<file path="config.mk">
export PLATFORM = sky130hd
export DESIGN_NAME = mem_stage
export DESIGN_NICKNAME = d
export VERILOG_FILES = /design/src/rtl/mem_stage.sv
export SDC_FILE = /design/constraint.sdc
export NUM_CORES = 1
export LEC_CHECK = 0
export ABC_AREA = 1
export BUFFER_PORTS_ARGS = -buffer_cell sky130_fd_sc_hd__buf_4
export CAP_MARGIN = 20
export CORE_AREA = 2 2 123 125
export DETAILED_ROUTE_END_ITERATION = 8
export DIE_AREA = 0 0 125 127
export RECOVER_POWER = 50
export SKIP_CTS_REPAIR_TIMING = 1
export SLEW_MARGIN = 25
export SYNTH_ARGS = -nofsm -noshare
export SYNTH_HDL_FRONTEND = slang
export SYNTH_SLANG_ARGS = --single-unit
</file>
<file path="constraint.sdc">
create_clock -name clk -period 4.08 [get_ports clk]
set_input_delay 0.612 -clock clk [delete_from_list [all_inputs] [get_ports clk]]
set_output_delay 0.612 -clock clk [all_outputs]
set_load 0.02 [all_outputs]
</file>
<file path="src/rtl/mem_stage.sv">
// MIPS memory-access stage: data-memory req/ack port, branch resolve,
// wait-state stall with timeout abort, and the MEM/WB pipeline register.
module mem_stage #(
  parameter int TIMEOUT = 16,
  parameter int CNT_W   = 5
) (
  input  logic        clk,
  input  logic        rst,
  input  logic [0:2]  MIn,
  input  logic [0:1]  WBIn,
  input  logic [0:31] ALUResult,
  input  logic [0:31] AddResult,
  input  logic        ZeroIn,
  input  logic [0:31] RDIn2,
  input  logic [0:4]  MuxIn,
  output logic        mem_req,
  output logic        mem_we,
  output logic [0:31] mem_addr,
  output logic [0:31] mem_wdata,
  input  logic [0:31] mem_rdata,
  input  logic        mem_ack,
  output logic        PCSrc,
  output logic [0:31] BranchTarget,
  output logic        Stall,
  output logic        mem_err,
  output logic [0:1]  WBOut,
  output logic [0:31] ReadDataOut,
  output logic [0:31] ALUResultOut,
  output logic [0:4]  MuxOut
);

  typedef enum logic {
    S_IDLE = 1'b0,
    S_WAIT = 1'b1
  } state_t;

  state_t           r_state;
  logic [CNT_W-1:0] r_cnt;
  logic             r_err;
  logic [0:1]       r_wb;
  logic [0:31]      r_rdata;
  logic [0:31]      r_alu;
  logic [0:4]       r_mux;

  logic w_access;
  logic w_req;
  logic w_last;
  logic w_timeout;
  logic w_done;
  logic w_stall;

  // Request, abort and stall decode for the current access
  always_comb begin
    w_access  = MIn[1] | MIn[2];
    w_req     = w_access & ~rst;
    w_last    = (r_cnt == CNT_W'(TIMEOUT - 1));
    w_timeout = w_req & ~mem_ack & w_last;
    w_done    = w_req & (mem_ack | w_timeout);
    w_stall   = w_req & ~w_done;
  end

  assign mem_req      = w_req;
  assign mem_we       = MIn[2];
  assign mem_addr     = ALUResult;
  assign mem_wdata    = RDIn2;
  assign Stall        = w_stall;
  assign PCSrc        = MIn[0] & ZeroIn & ~rst;
  assign BranchTarget = AddResult;
  assign mem_err      = r_err;
  assign WBOut        = r_wb;
  assign ReadDataOut  = r_rdata;
  assign ALUResultOut = r_alu;
  assign MuxOut       = r_mux;

  // Access FSM: sit in WAIT while a request is unacknowledged
  always_ff @(posedge clk) begin
    if (rst) begin
      r_state <= S_IDLE;
    end else begin
      case (r_state)
        S_IDLE:  if (w_stall) r_state <= S_WAIT;
        S_WAIT:  if (w_done)  r_state <= S_IDLE;
        default: r_state <= S_IDLE;
      endcase
    end
  end

  // Wait counter runs from the first request cycle; sticky abort flag
  always_ff @(posedge clk) begin
    if (rst) begin
      r_cnt <= '0;
      r_err <= 1'b0;
    end else begin
      if (w_stall)
        r_cnt <= r_cnt + 1'b1;
      else
        r_cnt <= '0;
      if (w_timeout)
        r_err <= 1'b1;
    end
  end

  // MEM/WB register; a stalled cycle injects a write-back bubble
  always_ff @(posedge clk) begin
    if (rst) begin
      r_wb    <= '0;
      r_rdata <= '0;
      r_alu   <= '0;
      r_mux   <= '0;
    end else begin
      if (w_stall) begin
        r_wb <= '0;
      end else begin
        r_wb  <= WBIn;
        r_alu <= ALUResult;
        r_mux <= MuxIn;
      end
      r_rdata <= (MIn[1] & mem_ack) ? mem_rdata : '0;
    end
  end

endmodule

</file>
==> results of run 1 <==
-- path summary, 6_finish.rpt --
path,slack (ns),depth (start not counted),to,from
setup / recovery,1.76,5,Stall,rst
hold / removal,0.44,1,r_cnt[0],r_cnt[0]
setup reg to reg,2.23,10,MuxOut[0],r_cnt[0]
hold reg to reg,0.44,1,r_cnt[0],r_cnt[0]
-- per-layer routing --
layer | part of all wire, % | vias up
li1 | - | 1282
met1 | 37 | 1127
met2 | 49 | 121
met3 | 9.6 | 46
met4 | 4.3 | 0
met5 | 0 | -
-- registers in the layout, indices dropped and copies added, names as in the netlist --
register	count
ALUResultOut	32
MuxOut	5
ReadDataOut	32
WBOut	2
mem_err	1
r_cnt	5
-- cell usage in the layout, fill, tap and decap left out, types with 2 or more instances in the layout --
| cell | Yosys | final |
|---|---|---|
| buf_4 | 97 | 129 |
| nand2_1 | 78 | 78 |
| dfxtp_1 | 77 | 77 |
| clkbuf_1 | 0 | 59 |
| nor2_1 | 45 | 45 |
| inv_1 | 44 | 44 |
| nand3_1 | 38 | 38 |
| clkbuf_16 | 0 | 9 |
| a21oi_1 | 2 | 2 |
| ha_1 | 2 | 2 |
| bufinv_16 | 0 | 2 |
| clkinv_2 | 0 | 2 |
-- report_power, final --
part           total (mW)  internal [mW]  switching, mW  leakage, nW
Sequential          0.806          0.790         0.0160        0.634
Combinational       0.263          0.111          0.152         1.35
Clock               0.823          0.526          0.297        0.147
Total                1.89           1.43          0.465         2.13
-- kinds of logic after synthesis --
group,Yosys count,synth area share (%)
compound gates,2,0.307
xor+xnor,1,0.269
fa+ha+maj,2,0.767
buf+inv,157,30.4
flops,77,47.3
simple gates,163,21.0
-- metrics by stage --
| stage | util, % | total power, mW | worst slack [ns] |
|---|---|---|---|
| final | 28.9 | 1.89 | 1.76 |
| after global routing | 28.9 | 1.99 | 1.67 |
| after CTS | 30.4 | 1.96 | 1.74 |
| after detailed placement | 28.3 | 1.11 | 1.75 |
| after global placement | 28.3 | 1.11 | 1.73 |
| after floorplan | - | 1.07 | 2.16 |
-- area by class of cell --
type | count | area share (%)
sequential | 77 | 37.0
timing repair buffer | 188 | 28.5
multi-input combinational | 168 | 17.5
tap | 184 | 5.52
clock buffer | 9 | 5.40
inverter | 46 | 4.20
clock inverter | 5 | 1.86
==> summary.txt, run 1 <==
Logic synthesis
  – Asr flop ratio synth: 0%
  – Register area share after synthesis: 47.3%
  – Yosys top cell by area: dfxtp_1
  – Post-synthesis cell type count: 16
  – Mapped Nets: 546
  – Count leader, synth: buf_4
  – Area contributors post-synth: dfxtp_1 47%, buf_4 22%, nand2_1 9.0%
  – Post-synth top area share: 47.3%
  – Post-Syn Instances: 402
  – Post-synth EDFFs: 0
  – Most instantiated cells after synthesis: 97 x buf_4, 78 x nand2_1, 77 x dfxtp_1, 45 x nor2_1, 44 x inv_1
  – Yosys warnings: 0
  – #FFs+latches synth: 77
  – Primary FF master, synth: dfxtp_1
  – Synthesized area per cell: 8.11 sq um
  – Post-Syn Area: 3260 sq um

Power and ir drop
  – VDD IR-drop max: 171 uV
  – Leakage: 2.13 nW
  – PD cells: 454 nW/um^2

Flow run
  – Max-cap violations: 0

Placed design
  – Placed Area: 4090 sq um
  – Port Buffers: 185
  – Inst Count DP: 663
  – DP HPWL: 6080 microns
  – RePlAce Congestion: 0.715

Global route
  – Overflow after GRT: 0
  – First-pass GRT wire length: 12400 microns
  – Number of global-route vias before repair: 2414
  – GRT Util Overall: 10.0%
  – Antenna violations before repair: 0
  – Layer with the highest usage: met2
  – Met1 usage: 9.95%
  – Largest net degree at the start of global routing: 46
  – Met3 Track Usage GR: 4.56%
  – Global-route track usage on met2: 16.9%

Timing
  – Final setup vio count: 0
  – Setup tns final: 0 ns
  – Max-slew violations: 0
  – RSZ-0062 raised after global routing: false
  – Minimum clock period after layout: 2.32 ns
  – Slew headroom: 53.7%
  – Worst-margin pin slew: 0.693 ns
  – Final hold slack: 0.443 ns
  – Period utilization: 56.8%
  – Clk_skew: 0.00546 ns
  – Max Fclk: 0.432 GHz
  – Final Hold Violating Endpoints: 0

Floorplanning
  – Rows: 44
  – Die height: 127 microns
  – Initial Util: 22.6%
  – Ports: 314
  – Die Wd: 125 microns
  – Area of the core: 14400 sq um
  – Die area: 15900 sq um

Worst setup path
  – Buffer and inverter count on the worst path: 4
  – Top cell by count, worst path: buf_4
  – Worst path arrival time: 1.70 ns
  – Crit path largest cell delay: 0.50 ns
  – WS Path Type: input port to output port
  – Startpoint Class: input port
  – Crit path max-delay cell type: inv_2
  – Crit end category: output port
  – CP delay by family, top: buffers and inverters
  – WP data required: 3.47 ns
  – CP Max Fanout: 40
  – Cell chain of the critical path: buf_4 > inv_2 > nand4_4 > inv_4 > buf_4

Finish
  – Layout Nets: 634
  – FILL cells: 1625
  – Final Non-Filler Cells: 677
  – Area grow syn2layout: 27.8%
  – Layout cell share with drive strength beyond 1: 29.8%
  – Fin area: 4170 sq um
  – Reg area: 1540 sq um
  – Area of the multi-input gates: 729 sq um
  – Number of diodes: 0

Status
  – Outcome: completed

Route
  – Drt wl/cell: 11.9 microns
  – DRT iter0 DRCs: 108
  – Drt via density: 3.81
  – Via Count: 2576
  – Antenna-violating nets left: 0
  – Initial DRT Pass Iterations: 4
  – DR DRC count: 0
  – Drt total wl: 8060 microns

Hold path
  – Type of the most critical hold path: register to register

Clocking
  – Root Buffer: clkbuf_16
  – Htree depth: 3
  – TritonCTS buffer count: 9
  – Clock-pin slew on the worst setup and hold paths: 0.06 ns
  – Clk Latency, worst-skew pair: 0.33 ns
  – CTS max path bufs: 2
  – Clock Sinks: 77
  – TritonCTS clock tree: yes
No activity file was read; power rests on OpenSTA's default activity.
==> inputs of run 2 (changes only) <==
Settings changed: CORE_AREA 2 2 123 125 to 2 2 121 123, DIE_AREA 0 0 125 127 to 0 0 123 125.
Clock period 4.08 ns to 2.2 ns, I/O delays scaled along.
==> run 2 against run 1 <==
  * Final cell count is 0.30% higher
  * Routed wire length is 5.5% higher
  * Worst setup slack worse by 1.6 ns
  * Flip-flop and latch count stayed put
  * Hold slack worse by 0.25 ns
  * Non-clock buffer count is 1 higher
  * First-iteration DRC count is 31% lower
  * Largest power group is now sequential cells
  * Highest routed layer unchanged
==> summary.txt, run 2 (synthesized netlist as in run 1, its figures left out) <==
Status
  – Outcome: completed

Timing
  – Final Hold Violating Endpoints: 0
  – Clk_skew: 0.00721 ns
  – Setup tns final: 0 ns
  – Final setup vio count: 0
  – Minimum clock period after layout: 2.05 ns
  – Slew headroom: 70.9%
  – Period utilization: 93.1%
  – Max-slew violations: 0
  – RSZ-0062 raised after global routing: false
  – Final hold slack: 0.198 ns
  – Max Fclk: 0.488 GHz
  – Worst-margin pin slew: 0.437 ns

Finish
  – Final Non-Filler Cells: 679
  – Layout Nets: 635
  – Final core occ: 29.4%
  – Commonest non-fill, non-tap cell in the layout: buf_4
  – Most frequent cells in the layout: 129 x buf_4, 78 x nand2_1, 77 x dfxtp_1
  – Area grow syn2layout: 27.9%
  – Layout cell share with drive strength beyond 1: 29.7%
  – Number of diodes: 0

Clocking
  – TritonCTS buffer count: 9
  – Clock Sinks: 77
  – Clk Latency, worst-skew pair: 0.33 ns
  – Htree depth: 3
  – Root Buffer: clkbuf_16
  – Clock-pin slew on the worst setup and hold paths: 0.06 ns
  – TritonCTS clock tree: yes
  – CTS max path bufs: 2

Hold path
  – Min-Delay Endpoint: mem_err
  – Hold path cells: 2
  – Worst hold start: rst
  – Type of the most critical hold path: input port to register

Power and ir drop
  – Comb pwr share: 14.3%
  – Switching Share: 25.0%
  – Design Power: 3.44 mW
  – Clk pwr share: 42.1%
  – PD cells: 825 nW/um^2
  – Leakage: 2.14 nW
  – VDD IR-drop max: 267 uV
  – Flop pwr share: 43.6%
  – NetSw: 861 uW
  – Int Power: 2.58 mW

Route
  – Drt wl/cell: 12.5 microns
  – DR DRC count: 0
  – Antenna-violating nets left: 0
  – DRT iter0 DRCs: 74
  – Drt total wl: 8510 microns
  – Drt via density: 3.86
  – Initial DRT Pass Iterations: 4
  – Via Count: 2622

Worst setup path
  – Crit path largest cell delay: 0.33 ns
  – WP data required: 1.87 ns
  – Worst path arrival time: 1.72 ns
  – Cell chain of the critical path: ha_1 > nand2_1 > nor2_1 > ha_1 > inv_1 > nand4_4 > clkinv_8 > buf_4
  – Top cell by count, worst path: ha_1
  – Startpoint Class: register
  – Cell depth of the worst setup path: 8
  – Crit path max-delay cell type: dfxtp_1
  – Worst r2r src: r_cnt[0]
  – Worst Reg-to-Reg Cells: 10
  – Reg2reg setup slack: 0.40 ns
  – CP Max Fanout: 23
  – Buffer and inverter count on the worst path: 3
  – Crit end category: output port
  – CP delay by family, top: adder cells
  – R2r endpoint: ALUResultOut[0]
  – WS Path Type: register to output port

Floorplanning
  – Area of the core: 14200 sq um
  – Initial Util: 23.0%
  – Ports: 314
  – Die Wd: 123 microns
  – Die area: 15400 sq um
  – Die height: 125 microns
  – Rows: 44

Global route
  – GRT Util Overall: 10.6%
  – Antenna violations before repair: 0
  – Largest net degree at the start of global routing: 46
  – First-pass GRT wire length: 12400 microns
  – Overflow after GRT: 0
  – Number of global-route vias before repair: 2506

Flow run
  – Max-cap violations: 0

Placed design
  – Port Buffers: 185
  – DP HPWL: 6750 microns
  – RePlAce Congestion: 0.711
  – Inst Count DP: 664
[run 2: power by group through the flow]
stage | sequential (mW) | combinational, mW | clock, mW
after CTS | 1.50 | 0.537 | 1.52
after floorplan | 1.61 | 0.371 | 0
after global routing | 1.51 | 0.539 | 1.58
after global placement | 1.53 | 0.529 | 0
final | 1.50 | 0.494 | 1.45
after detailed placement | 1.53 | 0.537 | 0
[run 2: area by class of cell]
class	instances	area [sq um]
Tap cell	184	230
Fill cell	1584	10000
Clock inverter	4	48.8
Inverter	46	185
Clock buffer	11	243
Multi-Input combinational cell	168	729
Timing Repair Buffer	189	1190
Sequential cell	77	1540
[run 2: metal layers]
| metal | vias up | track usage [%] | share of wire [%] |
|---|---|---|---|
| met5 | - | 0 | 0 |
| met4 | 0 | 8.96 | 5.5 |
| met3 | 47 | 3.47 | 11 |
| met2 | 146 | 18.9 | 51 |
| met1 | 1143 | 9.42 | 33 |
| li1 | 1286 | - | - |
[run 2: worst register-to-register path, cell delays in order, from the launching register on]
cell and delay [ns]:
dfxtp_1 0.36, ha_1 0.18, nand2_1 0.06, nor2_1 0.09, ha_1 0.17, inv_1 0.07
nand4_4 0.13, buf_4 0.42, nand2_1 0.10, nand2_1 0.07, nor2_1 0.04
[run 2: worst max-delay path by stage]
| stage | from | end | slack [ns] |
|---|---|---|---|
| 6_report | r_cnt[0] | Stall | 0.15 |
| 3_5_place_dp | r_cnt[0] | Stall | 0.40 |
| 3_3_place_gp | r_cnt[0] | Stall | 0.44 |
| 5_1_grt | r_cnt[0] | Stall | 0.009 |
| 4_1_cts | r_cnt[0] | Stall | 0.03 |
| 2_1_floorplan | r_cnt[0] | Stall | 0.56 |
[run 2: through the flow]
stage / area, sq um / setup WS, ns
final: 4170 / 0.152
after global routing: 4170 / 0.00950
after CTS: 4390 / 0.0268
after detailed placement: 4100 / 0.403
after global placement: 4100 / 0.444
after floorplan: 3260 / 0.558
==> inputs of run 3 (changes only) <==
Settings changed: CORE_AREA 2 2 121 123 to 2 2 123 125, DIE_AREA 0 0 123 125 to 0 0 125 127.
Clock period 2.2 ns to 2.4 ns, I/O delays scaled along.
==> run 3 against run 2 <==
  * Core utilization shrank 0.37 points
  * Sequential share of layout area down 0.099 points
  * Cell area grew 0.27%
  * Via count fell by 1.4%
  * Non-clock buffer count did not move
  * Combinational power decreased by 8.3%
  * Register-to-register slack improved by 0.24 ns
  * Hold slack better by 0.037 ns
  * Die area increased by 3.3%
  * First-iteration DRC count is 55% higher
  * Critical path type unchanged
  * Critical endpoint unchanged
  * Largest cell class unchanged
  * Highest routed layer unchanged
==> summary.txt, run 3 (synthesized netlist as in run 1, its figures left out) <==
Status
  – Outcome: completed

Floorplanning
  – Die Wd: 125 microns
  – Die height: 127 microns
  – Initial Util: 22.6%
  – Rows: 44
  – Die area: 15900 sq um
  – Area of the core: 14400 sq um
  – Ports: 314

Timing
  – Setup tns final: 0 ns
  – Minimum clock period after layout: 2.14 ns
  – Max Fclk: 0.468 GHz
  – Max-slew violations: 0
  – RSZ-0062 raised after global routing: false
  – Clk_skew: 0.00418 ns
  – Period utilization: 89.1%
  – Final Hold Violating Endpoints: 0
  – Final setup vio count: 0
  – Worst-margin pin slew: 0.465 ns
  – Slew headroom: 69.0%

Route
  – Drt wl/cell: 11.7 microns
  – Drt total wl: 7910 microns
  – Initial DRT Pass Iterations: 4
  – Via Count: 2586
  – DR DRC count: 0
  – Drt via density: 3.81
  – Antenna-violating nets left: 0
  – DRT iter0 DRCs: 115

Power and ir drop
  – Comb pwr share: 13.8%
  – Clk pwr share: 44.2%
  – Switching Share: 24.6%
  – Design Power: 3.27 mW
  – Int Power: 2.46 mW
  – Flop pwr share: 41.9%
  – NetSw: 806 uW
  – VDD IR-drop max: 242 uV
  – Leakage: 2.15 nW
  – PD cells: 782 nW/um^2

Finish
  – Area grow syn2layout: 28.2%
  – Layout Nets: 635
  – Most frequent cells in the layout: 129 x buf_4, 78 x nand2_1, 77 x dfxtp_1
  – FILL cells: 1613
  – Layout cell share with drive strength beyond 1: 29.8%
  – Number of diodes: 0
  – Reg area: 1540 sq um
  – Commonest non-fill, non-tap cell in the layout: buf_4
  – Final Non-Filler Cells: 678
  – Area of the multi-input gates: 729 sq um
  – Fin area: 4180 sq um

Worst setup path
  – WS Path Type: register to output port
  – WP data required: 2.04 ns
  – Startpoint Class: register
  – Crit end category: output port
  – CP Max Fanout: 19
  – Worst path arrival time: 1.78 ns

Clocking
  – Clock Sinks: 77
  – Clock-pin slew on the worst setup and hold paths: 0.06 ns
  – TritonCTS clock tree: yes
  – CTS max path bufs: 2
  – Htree depth: 3
  – Root Buffer: clkbuf_16
  – TritonCTS buffer count: 9
  – Clk Latency, worst-skew pair: 0.33 ns

Hold path
  – Type of the most critical hold path: input port to register

Placed design
  – DP HPWL: 5890 microns
  – RePlAce Congestion: 0.725
  – Port Buffers: 185
  – Inst Count DP: 664
  – Placed Area: 4100 sq um

Global route
  – Number of global-route vias before repair: 2339
  – First-pass GRT wire length: 11800 microns
  – Largest net degree at the start of global routing: 46
  – GRT Util Overall: 9.57%
  – Antenna violations before repair: 0
  – Overflow after GRT: 0

Flow run
  – Max-cap violations: 0
## run 3: changes by cell type in the layout (fill, tap and decap cells not counted), sizes merged
cell	change
inv	+1
clkbuf	-1
bufinv	+1
clkinv	-2
## run 3: final timing paths
check             slack [ns]               to  cells past startpoint     start
setup / recovery        0.26            Stall                      8  r_cnt[0]
hold / removal          0.24          mem_err                      2       rst
setup reg to reg        0.64  ALUResultOut[0]                     10  r_cnt[0]
hold reg to reg         0.45         r_cnt[0]                      1  r_cnt[0]
## run 3: metal layers
metal | GRT usage [%] | routed length (microns) | vias to the layer above
li1 | - | - | 1293
met2 | 15.4 | 3790 | 121
met4 | 7.25 | 378 | 0
met5 | 0 | 0 | -
met3 | 4.56 | 794 | 50
met1 | 9.68 | 2940 | 1122
## run 3: power groups by stage
stage          combinational [mW]  clock [mW]  sequential, mW
5_1_grt                     0.489        1.57            1.38
3_5_place_dp                0.496           0            1.40
3_3_place_gp                0.494           0            1.40
4_1_cts                     0.496        1.50            1.37
6_report                    0.453        1.45            1.37
2_1_floorplan               0.340           0            1.48
## run 3: cell type report
type                            count  share of cell area (%)
Inverter                           46                    4.19
Timing Repair Buffer              189                    28.5
Multi-Input combinational cell    168                    17.4
Clock inverter                      4                    1.76
Clock buffer                       10                    5.71
Sequential cell                    77                    36.9
Tap cell                          184                    5.50
## run 3: through the flow
step                hold slack, ns  worst slack, ns  util, %
floorplan                    0.418            0.728        -
global placement             0.429            0.603     28.4
detailed placement           0.440            0.592     28.4
CTS                          0.220            0.217     30.6
global route                 0.220            0.127     29.0
finish                       0.235            0.261     29.0
## run 3: critical path, stage by stage (launching register included)
cell and delay, ns:
dfxtp_1 0.32, ha_1 0.20, nand2_1 0.08, nor2_1 0.04, ha_1 0.18, inv_1 0.09, nand4_4 0.12, inv_4 0.22
buf_4 0.19
